===== src/rtl/if_pc_unit.sv =====
// if_pc_unit: instruction-fetch program-counter unit.
// Holds the architectural PC and computes the next fetch address from the
// ID-stage control word (next_pc_src, jmp_ctrl). Redirects resolve in ID and
// take effect one cycle after fetch, so the sequential instruction fetched
// behind a taken redirect is squashed through o_flush.
// Also owns the IDLE/RUN/HALTED fetch state machine used by the debug unit.
// Optional build macro: PC_UNIT_TRACE_EN adds saturating fetch and redirect
// counters (o_fetch_count, o_redirect_count).
module if_pc_unit #(
  parameter int unsigned         PC_WIDTH   = 32,
  parameter logic [PC_WIDTH-1:0] RESET_PC   = '0,
  parameter logic [1:0]          JMP_NONE   = 2'b00,
  parameter logic [1:0]          JMP_DIR    = 2'b01,
  parameter logic [1:0]          JMP_REG    = 2'b10,
  parameter logic [1:0]          JMP_BRANCH = 2'b11
) (
  input  logic                i_clk,
  input  logic                i_reset,
  input  logic                i_start,
  input  logic                i_enable,
  input  logic                i_stall,
  input  logic                i_halt,
  input  logic                i_next_pc_src,
  input  logic [1:0]          i_jmp_ctrl,
  input  logic [25:0]         i_instr_index,
  input  logic [PC_WIDTH-1:0] i_bus_a,
  input  logic [PC_WIDTH-1:0] i_branch_offset,
  input  logic [PC_WIDTH-1:0] i_id_next_seq_pc,
  output logic [PC_WIDTH-1:0] o_pc,
  output logic [PC_WIDTH-1:0] o_next_seq_pc,
  output logic                o_flush,
  output logic                o_running,
  output logic                o_halted,
  output logic                o_misaligned
`ifdef PC_UNIT_TRACE_EN
  ,
  output logic [31:0]         o_fetch_count,
  output logic [31:0]         o_redirect_count
`endif
);

  typedef enum logic [1:0] {
    ST_IDLE   = 2'b00,
    ST_RUN    = 2'b01,
    ST_HALTED = 2'b10
  } state_t;

  state_t              state;
  logic                adv;
  logic                halt_req;
  logic                redirect_req;
  logic                target_misaligned;
  logic                in_run;
  logic [PC_WIDTH-1:0] target;

  // Halt only counts while the debug unit lets the pipe advance; a stall
  // (or a frozen pipe) defers any redirect until ID re-presents it.
  assign in_run            = (state == ST_RUN);
  assign adv               = i_enable & ~i_stall;
  assign halt_req          = i_halt & i_enable;
  assign redirect_req      = adv & i_next_pc_src & (i_jmp_ctrl != JMP_NONE);
  assign target_misaligned = |target[1:0];

  assign o_next_seq_pc = o_pc + PC_WIDTH'(4);
  assign o_running     = (state == ST_RUN);
  assign o_halted      = (state == ST_HALTED);

  // Squash the wrong-path slot whenever a redirect is taken this cycle,
  // including the misaligned case that halts fetch.
  assign o_flush = in_run & ~halt_req & redirect_req;

  // Select the redirect target from the jump kind decoded in ID.
  always_comb begin
    target = i_id_next_seq_pc;
    case (i_jmp_ctrl)
      JMP_DIR:    target = {i_id_next_seq_pc[PC_WIDTH-1:28], i_instr_index, 2'b00};
      JMP_REG:    target = i_bus_a;
      JMP_BRANCH: target = i_id_next_seq_pc + (i_branch_offset << 2);
      default:    target = i_id_next_seq_pc;
    endcase
  end

  // Fetch state machine and PC register; priority is halt, hold, redirect, advance.
  always_ff @(posedge i_clk or negedge i_reset) begin
    if (!i_reset) begin
      state        <= ST_IDLE;
      o_pc         <= RESET_PC;
      o_misaligned <= 1'b0;
    end else begin
      case (state)
        ST_IDLE: begin
          if (i_start) begin
            state <= ST_RUN;
          end
        end
        ST_RUN: begin
          if (halt_req) begin
            state <= ST_HALTED;
          end else if (redirect_req) begin
            if (target_misaligned) begin
              o_misaligned <= 1'b1;
              state        <= ST_HALTED;
            end else begin
              o_pc <= target;
            end
          end else if (adv) begin
            o_pc <= o_pc + PC_WIDTH'(4);
          end
        end
        ST_HALTED: begin
          state <= ST_HALTED;
        end
        default: begin
          state <= ST_IDLE;
        end
      endcase
    end
  end

`ifdef PC_UNIT_TRACE_EN
  logic fetch_evt;
  logic redirect_evt;

  assign redirect_evt = in_run & ~halt_req & redirect_req & ~target_misaligned;
  assign fetch_evt    = redirect_evt | (in_run & ~halt_req & adv & ~redirect_req);

  // Saturating trace counters for fetch progress and taken redirects.
  always_ff @(posedge i_clk or negedge i_reset) begin
    if (!i_reset) begin
      o_fetch_count    <= '0;
      o_redirect_count <= '0;
    end else begin
      if (fetch_evt && (o_fetch_count != 32'hFFFF_FFFF)) begin
        o_fetch_count <= o_fetch_count + 32'd1;
      end
      if (redirect_evt && (o_redirect_count != 32'hFFFF_FFFF)) begin
        o_redirect_count <= o_redirect_count + 32'd1;
      end
    end
  end
`endif

endmodule


===== config.mk =====
export PLATFORM = sky130hd
export DESIGN_NAME = if_pc_unit
export DESIGN_NICKNAME = d
export VERILOG_FILES = /design/src/rtl/if_pc_unit.sv
export SDC_FILE = /design/constraint.sdc
export NUM_CORES = 1
export LEC_CHECK = 0
export CORE_AREA = 2 2 116 118
export DETAILED_ROUTE_END_ITERATION = 8
export DIE_AREA = 0 0 118 120
export GPL_TIMING_DRIVEN = 0
export HOLD_SLACK_MARGIN = 0.06
export PLACE_DENSITY = 0.68
export SYNTH_ARGS = -nofsm -noshare
export SYNTH_HDL_FRONTEND = slang
export SYNTH_SLANG_ARGS = --single-unit
export TNS_END_PERCENT = 50

===== constraint.sdc =====
create_clock -name i_clk -period 3.3 [get_ports i_clk]
set_clock_uncertainty 0.2 [all_clocks]
set_input_delay 0.825 -clock i_clk [delete_from_list [all_inputs] [get_ports i_clk]]
set_output_delay 0.825 -clock i_clk [all_outputs]
set_load 0.02 [all_outputs]

==> qor.txt <==
Pre-CTS setup slack: -1.14 ns
Fmax: 302 MHz
Switching share of power: 43.0%
Global-route wire length before repair: 28900 um
Yosys reg bits: 35
Peak supply drop: 215 uV
Placed instance count: 945
M1 GR Usage: 31.9%
Met3 usage: 3.66%
Root buffer cell: clkbuf_16
Iteration-0 DRC count of the detailed router: 437
GR Util met2: 43.8%
CTS Sinks: 35
Cell with the most instances after synthesis: a21oi_1
Gr busiest metal: met2
Ys flop type: dfrtp_1
IO buf count: 195
Residual DRC: 0
Synthesized area: 4430 sq um
Asr flop ratio synth: 100%
Gr usage total: 25.4%
Reg2Reg Setup Slack: 0.72 ns
Wire per inst: 19.2 um
Grt ovf: 0
Setup TNS: -0.0163 ns
Worst path max stage delay: 0.51 ns
Core ar.: 13000 sq um
Design Area, Final: 7560 sq um
Yosys top cell area share: 19.8%
Internal power: 1.82 mW
Period utilisation layout: 100%
Layout Nets: 978
RSZ-0062 raised after global routing: yes
Seq/Total Area, Yosys: 19.8%
Crit path kind: register to output port
Max-Cap Viols: 0
TritonCTS Buffers: 5
Critical path's most frequent cell: buf_4
Pwr Total: 3.19 mW
Startpoint types: register
Post-synthesis simple-gate area fraction: 22.4%
Status: complete, but fails checks
Clk buf depth: 2
Worst-path cell chain: nand4_4 > nor4_4 > buf_4 > and4_4 > and2_4 > xor2_1 > buf_4
Worst-Margin Slew: 0.837 ns
Failing checks: negative setup slack
Fin util: 58.3%
Worst path depth: 7
Final WS setup: -0.0104 ns
Worst R2R Start: o_pc[11]$_DFFE_PN0P_
Max FO, Critical Path: 5
Setup violators final: 2
Post-Syn Nets: 739
Synth cell types: 75
Worst skew pair latency: 0.28 ns
Post-synthesis cell count: 574
Hold WS: 0.290 ns
Hold Path Sink: o_misaligned$_DFFE_PN0P_
Multiplexer area fraction after synthesis: 2.57%
Crit end category: output port
Row count: 42
PD cells: 422 nW/um^2
Post-synth EDFFs: 0
Placed Area: 6600 sq um
Clock transition at path regs: 0.06 ns
Routed wire length: 19000 um
Adder-cell share of the synthesized area: 9.78%
Logic pwr share: 61.7%
Compound-gate portion of the synthesized area: 30.7%
Clock power frac: 14.9%
Drt via density: 5.67
Rel. slew slack: 44.2%
Largest net degree at the start of global routing: 36
Slew Limit Fails: 0
CP bufs+invs: 2
YS warnings: 0
Static Leak: 3.12 nW
Fill count: 1234
P&R area growth vs syn: 70.8%
Top cells by area, synth: dfrtp_1, ha_1, xnor2_1, a21oi_1, nor2_1
Die area: 14200 sq um
DIE WIDTH: 118 um
Sequential power share: 23.4%
Non-Filler Instances: 990
H-tree lvl count: 2
Die height: 120 um
# diodes: 0
Synthesized area per cell: 7.71 sq um
Slowest CP cell: dfrtp_1
Hold Vio Cnt, Final: 0
Antenna viol nets, final: 0
CP Data Arrival Time: 2.29 ns
I/O pins: 199
Net Sw Power: 1.37 mW
Worst Reg-to-Reg Cells: 10
Hold depth: 1
Starting Density: 34.1%
Pre-Repair DR Iteration Count: 5
Req. time, crit path: 2.27 ns
RR Endpoint: o_pc[28]$_DFFE_PN0P_
Synth Area in XOR/XNOR: 10.3%
CTS tree: built
Top cells by count, synth: a21oi_1, nor2_1, nand2_1, dfrtp_1
Antenna violations before repair: 0
Placer's final routability congestion estimate: 0.933
Layout cells sized above 1: 21.4%
Hold Crit Start: o_misaligned$_DFFE_PN0P_
CTS Hold Bufs: 0
Vias in the first global route: 5475
Area leader, netlist: dfrtp_1
Final min period: 3.31 ns
CP delay by family, top: simple AND/OR/NAND/NOR gates
Via count: 5610
Main combinational cell family by area after synthesis: compound AO/OA/AOI/OAI gates
Hold WC Path Type: register to register
DP Wirelength: 14500 um
-- placed cells by master, fill, tap and decap left out, types with 5 or more instances in the layout --
cell type / Yosys / routed
o21ai_0: 34 / 32
clkbuf_16: 0 / 5
ha_4: 0 / 10
ha_1: 33 / 16
nand4_1: 10 / 10
nor3_1: 20 / 16
o211ai_1: 9 / 9
a21o_1: 15 / 15
xnor2_1: 34 / 30
mux2i_1: 8 / 8
buf_2: 6 / 8
clkbuf_2: 1 / 7
a211oi_1: 6 / 5
a31oi_1: 12 / 10
nor2_1: 50 / 44
nand2_1: 45 / 44
o21ai_1: 6 / 5
o22ai_1: 13 / 13
o21a_1: 5 / 5
dlygate4sd2_1: 0 / 16
xor2_1: 16 / 13
dlymetal6s2s_1: 0 / 9
buf_4: 2 / 44
dfrtp_2: 0 / 7
a21oi_1: 56 / 48
clkbuf_1: 16 / 12
o31ai_1: 5 / 5
dfrtp_1: 35 / 28
nand3_1: 13 / 11
inv_1: 16 / 15
ha_2: 0 / 7
nand2b_1: 8 / 5
and3_1: 6 / 5
a221oi_1: 11 / 11
clkdlybuf4s50_1: 0 / 158
-- state kept, by name (all words and copies together) (netlist names) --
| name | cells |
|---|---|
| state | 2 |
| o_misaligned | 1 |
| o_pc | 32 |
-- final cells by class --
type | instances | area, sq um | share of cell area [%]
clock inverters | 1 | 5.00 | 0.0662
inverters | 17 | 63.8 | 0.844
clock buffers | 7 | 143 | 1.89
flip-flops and latches | 35 | 885 | 11.7
plain buffers | 26 | 148 | 1.95
well taps | 176 | 220 | 2.91
repair buffers | 235 | 2220 | 29.3
multi-input cells | 493 | 3880 | 51.3
-- routing by layer --
| layer | share of wire (%) | up-vias |
|---|---|---|
| met2 | 48 | 264 |
| met3 | 6.8 | 46 |
| met4 | 3.2 | 0 |
| met5 | 0 | - |
| met1 | 42 | 2664 |
| li1 | - | 2636 |
-- power by group through the flow --
stage	sequential (mW)	clock (mW)	combinational, mW
after global routing	0.762	0.493	2.10
after global placement	0.737	0	1.74
final	0.746	0.476	1.97
after CTS	0.740	0.480	1.88
after floorplan	0.840	0	0.814
after detailed placement	0.744	0	1.76
-- worst max-delay path by stage --
stage,start,to
after floorplan,o_pc[2]$_DFFE_PN0P_,o_next_seq_pc[29]
after global placement,i_jmp_ctrl[0],o_flush
after detailed placement,i_jmp_ctrl[0],o_flush
after CTS,o_pc[3]$_DFFE_PN0P_,o_next_seq_pc[29]
after global routing,i_branch_offset[4],o_pc[17]$_DFFE_PN0P_
final,o_pc[11]$_DFFE_PN0P_,o_next_seq_pc[30]
-- worst reg2reg max path: stages, from the launching register on --
cell,delay [ns]
dfrtp_1,0.51
nand4_4,0.18
nor4_4,0.32
buf_4,0.18
and4_4,0.26
nand4_1,0.16
xnor2_2,0.18
buf_4,0.15
o22ai_1,0.15
nor2_1,0.07
o31a_1,0.11
-- logic make-up (layout without fill, tap and decap cells) --
| logic type | count (synthesis) | after routing |
|---|---|---|
| compound gates | 208 | 208 |
| xor+xnor | 51 | 51 |
| fa+ha+maj | 34 | 34 |
| buf+inv | 46 | 286 |
| flops | 35 | 35 |
| mux | 11 | 11 |
| simple gates | 189 | 189 |
-- repair_timing --
item,in CTS,in global routing
buffers inserted,29,11
pin swaps,27,32
resized for setup,114,69
cloned,0,0
setup endpoints to repair,47,45
Power figures use the tool's default switching activity.
